--- src/rtl/std_feed_pkg.sv ---
// Shared types and constants for the std-deviation feed sequencer.
// Holds the FSM state enum, datapath widths and the minimum spacing
// constants the top-level parameters are checked against.
package std_feed_pkg;

  // Sample, result and count widths on the std calculator interface
  localparam int EEG_W = 18;
  localparam int STD_W = 19;
  localparam int CNT_W = 8;

  // Largest window the 8-bit count output can describe
  localparam int MAX_WINDOW = 255;

  // The calculator's multiplier needs 3 cycles plus an edge detect between
  // start pulses, and the accumulator needs one more cycle to settle before
  // the accumulation-complete pulse.
  localparam int MIN_SAMPLE_GAP = 5;
  localparam int MIN_FLUSH_GAP  = 6;

  // Sequencer states
  typedef enum logic [2:0] {
    ST_FILL,
    ST_WAIT_MEAN,
    ST_ISSUE,
    ST_GAP,
    ST_FLUSH,
    ST_WAIT_SQRT,
    ST_OUT
  } std_feed_state_t;

  // True while a window is being replayed into the calculator; mean pulses
  // arriving in these states belong to the next window and are ignored.
  function automatic logic isReplay(input std_feed_state_t s);
    return (s == ST_ISSUE) || (s == ST_GAP) ||
           (s == ST_FLUSH) || (s == ST_WAIT_SQRT);
  endfunction

endpackage

--- src/rtl/std_feed_buf.sv ---
// Window sample buffer: simple dual-port memory with one write port and a
// registered read port. The read address is sampled every cycle so the
// controller can prefetch the next sample one cycle ahead of its start pulse.
module std_feed_buf
  import std_feed_pkg::*;
#(
  parameter int DEPTH = 128,
  parameter int AW    = $clog2(DEPTH)
) (
  input  logic             clk,
  input  logic             wr_en_i,
  input  logic [AW-1:0]    wr_addr_i,
  input  logic [EEG_W-1:0] wr_data_i,
  input  logic [AW-1:0]    rd_addr_i,
  output logic [EEG_W-1:0] rd_data_o
);

  logic [EEG_W-1:0] mem_q [DEPTH];
  logic [EEG_W-1:0] rdData_q;

  // Write port: store an accepted sample at the write address
  always_ff @(posedge clk) begin
    if (wr_en_i) begin
      mem_q[wr_addr_i] <= wr_data_i;
    end
  end

  // Registered read port: data appears the cycle after the address
  always_ff @(posedge clk) begin
    rdData_q <= mem_q[rd_addr_i];
  end

  assign rd_data_o = rdData_q;

endmodule

--- src/rtl/std_feed_ctrl.sv ---
// Window sequencer for the standard-deviation calculator. Buffers one
// window of EEG samples, latches the window mean, replays each sample as a
// spaced start pulse, closes the accumulation and captures the result on
// the calculator's square-root completion edge.
module std_feed_ctrl
  import std_feed_pkg::*;
#(
  parameter int MAX_SAMPLES = 128,
  parameter int SAMPLE_GAP  = 6,
  parameter int FLUSH_GAP   = 6
) (
  input  logic             clk,
  input  logic             reset,
  input  logic             in_valid,
  input  logic [EEG_W-1:0] in_eeg,
  input  logic             in_last,
  output logic             in_ready,
  input  logic             mean_valid,
  input  logic [EEG_W-1:0] mean_in,
  output logic             start,
  output logic [EEG_W-1:0] eeg,
  output logic [EEG_W-1:0] mean,
  output logic [CNT_W-1:0] count,
  output logic             complete_acc,
  input  logic             complete_sqrt,
  input  logic [STD_W-1:0] std_dev,
  output logic             std_valid,
  output logic [STD_W-1:0] std_out,
  output logic             err
);

  // Pointers carry one extra bit so a full window (wr_ptr == MAX_SAMPLES)
  // is distinguishable from an empty one.
  localparam int AW    = $clog2(MAX_SAMPLES);
  localparam int PTR_W = AW + 1;

  // The gap counter measures cycles since the last start pulse and serves
  // both the inter-sample spacing and the flush delay.
  localparam int GAP_MAX = (SAMPLE_GAP > FLUSH_GAP) ? SAMPLE_GAP : FLUSH_GAP;
  localparam int GAP_W   = $clog2(GAP_MAX + 2);

  // After the final start pulse, GAP hands over to FLUSH early enough that
  // FLUSH can still count up to FLUSH_GAP even when FLUSH_GAP < SAMPLE_GAP.
  localparam int GAP_TO_FLUSH =
    ((SAMPLE_GAP < FLUSH_GAP) ? SAMPLE_GAP : FLUSH_GAP) - 1;

  // Reject parameter sets the calculator cannot keep up with
  if (SAMPLE_GAP < MIN_SAMPLE_GAP) begin : gBadSampleGap
    $error("std_feed_ctrl: SAMPLE_GAP below the calculator minimum");
  end
  if (FLUSH_GAP < MIN_FLUSH_GAP) begin : gBadFlushGap
    $error("std_feed_ctrl: FLUSH_GAP below the calculator minimum");
  end
  if ((MAX_SAMPLES < 2) || (MAX_SAMPLES > MAX_WINDOW)) begin : gBadDepth
    $error("std_feed_ctrl: MAX_SAMPLES outside 2..255");
  end

  std_feed_state_t  state_q, state_d;
  logic [PTR_W-1:0] wrPtr_q, wrPtr_d;
  logic [PTR_W-1:0] rdPtr_q, rdPtr_d;
  logic [CNT_W-1:0] count_q, count_d;
  logic [GAP_W-1:0] gapCnt_q, gapCnt_d;
  logic             meanLatched_q, meanLatched_d;
  logic [EEG_W-1:0] mean_q, mean_d;
  logic [STD_W-1:0] stdOut_q, stdOut_d;
  logic             err_q, err_d;
  logic             sqrtDly_q;

  logic             accept;
  logic             atCapacity;
  logic             windowEnd;
  logic             shortWin;
  logic             samplesLeft;
  logic             sqrtRise;
  logic [EEG_W-1:0] rdData;

  assign accept      = in_valid && (state_q == ST_FILL);
  assign atCapacity  = (wrPtr_q == PTR_W'(MAX_SAMPLES - 1));
  assign windowEnd   = accept && (in_last || atCapacity);
  assign shortWin    = windowEnd && (wrPtr_q == '0);
  assign samplesLeft = (rdPtr_q != wrPtr_q);
  assign sqrtRise    = complete_sqrt && !sqrtDly_q;

  std_feed_buf #(
    .DEPTH (MAX_SAMPLES),
    .AW    (AW)
  ) uBuf (
    .clk       (clk),
    .wr_en_i   (accept),
    .wr_addr_i (wrPtr_q[AW-1:0]),
    .wr_data_i (in_eeg),
    .rd_addr_i (rdPtr_q[AW-1:0]),
    .rd_data_o (rdData)
  );

  // State register
  always_ff @(posedge clk) begin
    if (reset) begin
      state_q <= ST_FILL;
    end else begin
      state_q <= state_d;
    end
  end

  // Next-state logic: fill, wait for the mean, replay with spacing, flush,
  // wait for the result edge, then report and start over.
  always_comb begin
    state_d = state_q;
    unique case (state_q)
      ST_FILL: begin
        if (windowEnd && !shortWin) begin
          state_d = ST_WAIT_MEAN;
        end
      end
      ST_WAIT_MEAN: begin
        if (meanLatched_q) begin
          state_d = ST_ISSUE;
        end
      end
      ST_ISSUE: begin
        state_d = ST_GAP;
      end
      ST_GAP: begin
        if (samplesLeft) begin
          if (gapCnt_q == GAP_W'(SAMPLE_GAP - 1)) begin
            state_d = ST_ISSUE;
          end
        end else if (gapCnt_q == GAP_W'(GAP_TO_FLUSH)) begin
          state_d = ST_FLUSH;
        end
      end
      ST_FLUSH: begin
        if (gapCnt_q == GAP_W'(FLUSH_GAP)) begin
          state_d = ST_WAIT_SQRT;
        end
      end
      ST_WAIT_SQRT: begin
        if (sqrtRise) begin
          state_d = ST_OUT;
        end
      end
      ST_OUT: begin
        state_d = ST_FILL;
      end
      default: begin
        state_d = ST_FILL;
      end
    endcase
  end

  // Outputs decoded from the current state; the replayed sample is only
  // driven while its start pulse is high.
  always_comb begin
    in_ready     = (state_q == ST_FILL) && !reset;
    start        = (state_q == ST_ISSUE);
    eeg          = (state_q == ST_ISSUE) ? rdData : '0;
    complete_acc = (state_q == ST_FLUSH) && (gapCnt_q == GAP_W'(FLUSH_GAP));
    std_valid    = (state_q == ST_OUT);
  end

  // Datapath next-state: pointers, count, gap timer, mean latch, result
  // capture and the sticky error flag.
  always_comb begin
    wrPtr_d       = wrPtr_q;
    rdPtr_d       = rdPtr_q;
    count_d       = count_q;
    gapCnt_d      = gapCnt_q;
    meanLatched_d = meanLatched_q;
    mean_d        = mean_q;
    stdOut_d      = stdOut_q;
    err_d         = err_q;

    if (accept) begin
      wrPtr_d = wrPtr_q + PTR_W'(1);
      count_d = count_q + CNT_W'(1);
      if (wrPtr_q == '0) begin
        err_d = 1'b0;
      end
    end

    // A window hitting capacity without in_last is truncated and flagged
    if (windowEnd && atCapacity && !in_last) begin
      err_d = 1'b1;
    end

    // A one-sample window would divide by zero downstream; drop it
    if (shortWin) begin
      wrPtr_d = '0;
      rdPtr_d = '0;
      count_d = '0;
      err_d   = 1'b1;
    end

    if (state_q == ST_ISSUE) begin
      rdPtr_d  = rdPtr_q + PTR_W'(1);
      gapCnt_d = GAP_W'(1);
    end

    if ((state_q == ST_GAP) || (state_q == ST_FLUSH)) begin
      gapCnt_d = gapCnt_q + GAP_W'(1);
    end

    if ((state_q == ST_WAIT_SQRT) && sqrtRise) begin
      stdOut_d = std_dev;
    end

    if (state_q == ST_OUT) begin
      meanLatched_d = 1'b0;
      wrPtr_d       = '0;
      rdPtr_d       = '0;
      count_d       = '0;
    end

    // A mean arriving outside replay belongs to the window being filled;
    // it is applied after the OUT clear so a pulse in OUT is not lost.
    if (mean_valid && !isReplay(state_q)) begin
      meanLatched_d = 1'b1;
      mean_d        = mean_in;
    end
  end

  // Datapath registers; reset aborts any window in progress
  always_ff @(posedge clk) begin
    if (reset) begin
      wrPtr_q       <= '0;
      rdPtr_q       <= '0;
      count_q       <= '0;
      gapCnt_q      <= '0;
      meanLatched_q <= 1'b0;
      mean_q        <= '0;
      stdOut_q      <= '0;
      err_q         <= 1'b0;
      sqrtDly_q     <= 1'b0;
    end else begin
      wrPtr_q       <= wrPtr_d;
      rdPtr_q       <= rdPtr_d;
      count_q       <= count_d;
      gapCnt_q      <= gapCnt_d;
      meanLatched_q <= meanLatched_d;
      mean_q        <= mean_d;
      stdOut_q      <= stdOut_d;
      err_q         <= err_d;
      sqrtDly_q     <= complete_sqrt;
    end
  end

  assign mean    = mean_q;
  assign count   = count_q;
  assign std_out = stdOut_q;
  assign err     = err_q;

endmodule

--- config.mk ---
export PLATFORM = sky130hd
export DESIGN_NAME = std_feed_ctrl
export DESIGN_NICKNAME = d
export VERILOG_FILES = /design/src/rtl/std_feed_pkg.sv /design/src/rtl/std_feed_buf.sv /design/src/rtl/std_feed_ctrl.sv
export SDC_FILE = /design/constraint.sdc
export NUM_CORES = 2
export LEC_CHECK = 0
export CAP_MARGIN = 25
export CORE_ASPECT_RATIO = 1.5
export CORE_MARGIN = 2
export CORE_UTILIZATION = 60
export DETAILED_ROUTE_END_ITERATION = 10
export GPL_TIMING_DRIVEN = 0
export HOLD_SLACK_MARGIN = 0.08
export PLACE_DENSITY = 0.77
export SLEW_MARGIN = 15
export SYNTH_ARGS = -nofsm -noshare
export SYNTH_HDL_FRONTEND = slang
export SYNTH_HIERARCHICAL = 1
export SYNTH_SLANG_ARGS = --single-unit
--- constraint.sdc ---
create_clock -name clk -period 4.6 [get_ports clk]
set_input_delay 1.15 -clock clk [delete_from_list [all_inputs] [get_ports clk]]
set_output_delay 1.15 -clock clk [all_outputs]
set_load 0.01 [all_outputs]
# Word-level counts from Yosys, hierarchy flattened
# Memory sizes are Yosys's and may differ from the RTL's. A register that Yosys moved wholly into a read port is not among the register bits.
# Index checks and enable logic that the tools add are counted.
[word_totals] memories=1 word_cells=83 out_inout_bits=68 inputBits=61 register_bits=70 mem_bits_rw=2304
[classes] addsub=4 eq_ne=15 reduce_logical=32 muxes=21
[memory_table] memory="uBuf.mem_q" words=128 word_bits=18 rd=1 rd_clocked_by_memory_dff=1 wr=1 line_no="std_feed_buf.sv:18" rtl="logic [EEG_W-1:0] mem_q [DEPTH];"
[op_table] op="3-bit two-way mux" count=9
[op_table] op="8-bit by 1-bit adder with 8-bit output (second input constant)" count=3
[op_table] op="18-bit two-way mux" count=1
[op_table] op="3-bit case mux with 6 select lines" count=1
[op_table] op="8-bit two-way mux" count=2
[op_table] op="3-bit == test (second input constant)" count=5
[op_table] op="1-bit logical AND" count=11
[op_table] op="8-bit by 7-bit == test with 1-bit output (second input constant)" count=1
[op_table] op="8-bit logical NOT" count=1
[op_table] op="1-bit two-way mux" count=8
[op_table] op="2-bit inequality test (second input constant)" count=4
[op_table] op="8-bit inequality test" count=1
[op_table] op="3-bit by 2-bit == test with 1-bit output (second input constant)" count=2
[op_table] op="2-bit nonzero test" count=3
[op_table] op="3-bit nonzero test" count=2
[op_table] op="1-bit logical NOT" count=5
[op_table] op="1-bit logical OR" count=5
[op_table] op="5-bit AND reduction" count=1
[op_table] op="3-bit by 1-bit adder with 3-bit output (second input constant)" count=1
[op_table] op="3-bit by 1-bit == test with 1-bit output (second input constant)" count=1
[op_table] op="3-bit logical NOT" count=1
[op_table] op="3-bit OR reduction" count=1
[op_table] op="2-bit by 1-bit inequality test with 1-bit output (second input constant)" count=1
[op_table] op="2-bit AND reduction" count=1
[op_table] op="2-bit OR reduction" count=1

# Longest topological paths before layout
[logic_depth] word_depth=8 ltp_mapped=9 mapped_depth_nobuf=6

# Hierarchy
# The synthesis kept the hierarchy.
[modules_own_cells] module="std_feed_buf" seq_area_each_um2=69546.7 area_per_inst_um2=88247.1 instances=1 cells_per_inst=3449
[modules_own_cells] module="std_feed_ctrl" seq_area_each_um2=1401.3 area_per_inst_um2=3290.7 instances=1 cells_per_inst=410

# Least setup slack after synthesis
# OpenSTA, ideal clock, no wires.
[synth_path] path_kind="input to register" start="in in_valid" end="mem uBuf.mem_q[98][0], enable pin" setup_slack_ns=0.417 stages=7 t_arrival_ns=3.767 setup_ns=0.416 required_time_ns=4.184 cell_sequence="or4b_1 > buf_6 > clkinv_8 > buf_6 > clkbuf_1 > nand4_1 > nor3_1"
[synth_via] elab_chain_len=3
[synth_rtl] item="start, declared" line_no="std_feed_ctrl.sv:14" rtl="input logic in_valid,"
[synth_rtl] item="1-bit logical AND" line_no="std_feed_ctrl.sv:77" rtl="assign accept = in_valid && (state_q == ST_FILL);"
[synth_rtl] item="net accept" line_no="std_feed_ctrl.sv:69" rtl="logic accept;"
[synth_rtl] item="1-bit two-way mux" line_no="std_feed_buf.sv:23" rtl="if (wr_en_i) begin"
[synth_rtl] item="1-bit two-way mux (not written as such)" line_no="std_feed_buf.sv:24" rtl="mem_q[wr_addr_i] <= wr_data_i;"
[synth_rtl] item="end, declared" line_no="std_feed_buf.sv:18"
# The timed path passes the listed nets, and every way through them passes these cells.

==> out/results.ini <==
[logic_synthesis]
synth_fp_nets = 3927
synth_edf_count = 2304
ys_warn_count = 6
synth_cell_types = 52
post_synth_instance_area_mm2 = 0.0915
async_reset_ff_frac = 0
ys_seq_area_frac = 0.775
syn-instance-count = 3859
synth_area_per_cell_um2 = 23.7
yosys_register_bits = 2392
ys.flop_type = edfxtp_1

[power]
pwr-share-comb = 0.034
p_sw_frac = 0.204
ir_worst_vdd_mv = 0.326
sequentialPowerShare = 0.562
p_switching_mw = 8.68
p_clk_frac = 0.404
p_int_mw = 33.9
power_density_mw_per_mm2 = 407
power.leakage_nw = 31.4

[die]
die_y_um = 482
start_util = 0.604
io_pins = 129
rows = 175
core_mm2 = 0.152
die_area_mm2 = 0.156
fp.dieW_um = 323

[cts]
cts_tree = built
htreeDepth = 4
cts.sinks = 2392
cts_made_buffers = 201
clock_latency_ns = 0.86
cts-root-buf = clkbuf_16
clk_pin_slew_ns = 0.07
clockBufferDepth = 3
ctsHoldBuffers = 0

[setup_path]
crit_chain = clkbuf_1, buf_8, clkbuf_1, clkbuf_1, mux4_2, mux4_2, mux4_2, mux2_2
cp_max_fo = 10
endpoint_kind = flop
arrival_ns = 5.41
worst_setup_path_start_kind = flop
ff2ff_setup_slack_ns = -0.10
critPathKind = reg -> reg
reg2reg_to = uBuf/rd_data_o[8]
required_ns = 5.31
r2r_start = rdPtr_q[2]
critical_path.slowest_cell = clkbuf_1
ff2ff_path_depth = 8
critPathMaxStageDelay_ns = 0.68

[place]
dp_hpwl_mm = 158
port_buffers = 128
gp_congestion = 0.918
preCtsSetupSlack_ns = -0.742

[layout]
fillers = 8542
multi_input_area_mm2 = 0.0201
drive_above_1_share = 0.327
area_growth_pct = 14.4
regArea_mm2 = 0.0709
final_net_count = 4409
mostFrequentLayoutCell = edfxtp_1
final_cell_mix = edfxtp_1 (2,304), mux4_2 (756), clkbuf_16 (207)

[global_route]
gr-usage-met1 = 0.379
use_met2 = 0.545
gr-total-overflow = 0
grt_pass1_wl_mm = 353
grtUsageTotal = 0.331
gr-usage-met3 = 0.0801
first_global_vias = 46700
antenna_found_initial = 20
grt_start_max_net_pins = 97
grt-busiest-layer = met2

[routing]
totalWireLength_mm = 253
via_count = 45800
ant_nets = 0
dr.pass1.iters = 6
drt_iter0_drc = 6951
wl_per_cell_um = 38.5
via_per_inst = 6.99
drc = 0

[timing]
timing.final.crit_period_ns = 4.70
fin_crit_sh = 1.02
hold_slack_ns = 0.452
skew_ns = 0.0356
layout_setup_ws_ns = -0.105
worst_slew_pin_slew_ns = 1.18
drv_slew = 0
slew_headroom = 0.216
finalSetupViolations = 26
fmax_mhz = 213
finalHoldViolations = 0

[status]
outcome = finished, violations left
failed_checks = setup timing

[worst_hold_path]
hold_start = std_out[4]
worstHoldEndpoint = std_out[4]
min_path_cells = 2
hold_class = reg -> reg

[run]
cap_viol_max_count = 0

## power by group through the flow
stage                     combinational [mW]  sequential [mW]  clock [mW]
after global placement                  1.25             24.5           0
after detailed placement                1.39             24.4           0
after global routing                    1.48             23.9        18.0
after CTS                               1.41             23.9        17.3
after floorplan                        0.556             24.4           0
final                                   1.44             23.9        17.2
## cell usage after synthesis, types with 4 or more instances
cell type     n  share of area
inv_1         8        0.00033
o211ai_1      5        0.00041
dfxtp_1      88          0.019
nand2_1     109         0.0045
nand2b_1      6        0.00041
and2_1       19         0.0013
or3_1         5        0.00034
xor2_1        6        0.00057
clkbuf_1    107         0.0044
buf_6         4        0.00049
nand4_1      11        0.00075
nand3b_1      4        0.00033
mux2_2       18         0.0022
and3_1        4        0.00027
nor3_1       16        0.00087
ha_1          7        0.00096
a31oi_1       5        0.00034
xnor2_1      15         0.0014
a21oi_1      49         0.0027
buf_2        65         0.0036
nor2b_1      13        0.00089
edfxtp_1   2304           0.76
mux4_2      756           0.19
buf_1        28         0.0011
o21ai_0       9        0.00049
nor2_1      142         0.0058
nand3_1      24         0.0013
## worst max path at each step
stage / start / end / slack (ns) / cells after the start
after floorplan: in_valid / uBuf/mem_q[98][0] / 0.42 / 7
after global placement: in_valid / uBuf/mem_q[76][7] / -1.76 / 8
after detailed placement: in_valid / uBuf/mem_q[46][2] / -0.74 / 11
after CTS: rdPtr_q[2] / uBuf/rd_data_o[11] / 0.0004 / 9
after global routing: rdPtr_q[2] / uBuf/rd_data_o[4] / -0.02 / 9
final: rdPtr_q[2] / uBuf/rd_data_o[8] / -0.10 / 8
## cell type report
class	instances	share of cell area
inverters	10	0.000490
clock inverters	119	0.0111
flip-flops and latches	2392	0.677
multi-input cells	1248	0.192
repair buffers	279	0.0334
well taps	2035	0.0243
clock buffers	256	0.0516
diodes	8	0.000191
plain buffers	209	0.00923
## critical path, delay by kind of cell, from the launching register on
family	cells	cell delay [ns]
mux	4	2.12
buf+inv	4	1.97
flops	1	0.45
## per-layer routing
layer	routed length [µm]	vias to the layer above
met3	27400	896
met2	127000	3603
met5	125	-
met1	75300	23900
li1	-	17400
met4	23300	20
## sequential cells by signal (all words and copies together) (netlist names)
register	flops
count	8
uBuf/rd_data_o	18
mean	18
wrPtr_q	8
sqrtDly_q	1
std_out	19
err	1
uBuf/mem_q	2304
meanLatched_q	1
gapCnt_q	3
rdPtr_q	8
state_q	3
## per-stage QoR
stage | std cells | setup TNS, ns | util | power (mW) | cell area (µm²)
6_report | 6556 | -0.963 | 0.691 | 42.6 | 105000
5_1_grt | 6549 | -0.0245 | 0.691 | 43.4 | 105000
2_1_floorplan | 3859 | 0 | - | 25.0 | 91500
4_1_cts | 6541 | 0 | 0.690 | 42.7 | 105000
3_5_place_dp | 6166 | -439.06 | 0.647 | 25.8 | 98000
3_3_place_gp | 6022 | -4923.61 | 0.629 | 25.8 | 95400
## timing repair
action / in CTS / in global routing
setup buffers: 0 / 0
pin swaps: 0 / 0
gates resized for setup: 16 / 13
endpoints found under the setup margin: 32 / 36
cloned: 0 / 0
## logic make-up (layout without fill, tap and decap cells)
kind of cell             after synthesis  after routing  synth area share
buffers and inverters                219            873            0.0105
XOR/XNOR                              21             21           0.00201
other                                  0              8                 0
AND/OR/NAND/NOR                      367            367            0.0183
flip-flops                          2392           2392             0.775
multiplexers                         774            774             0.188
AO/OA/AOI/OAI                         79             79           0.00499
adder cells (fa/ha/maj)                7              7          0.000957
(Power assumes the default switching activity.)
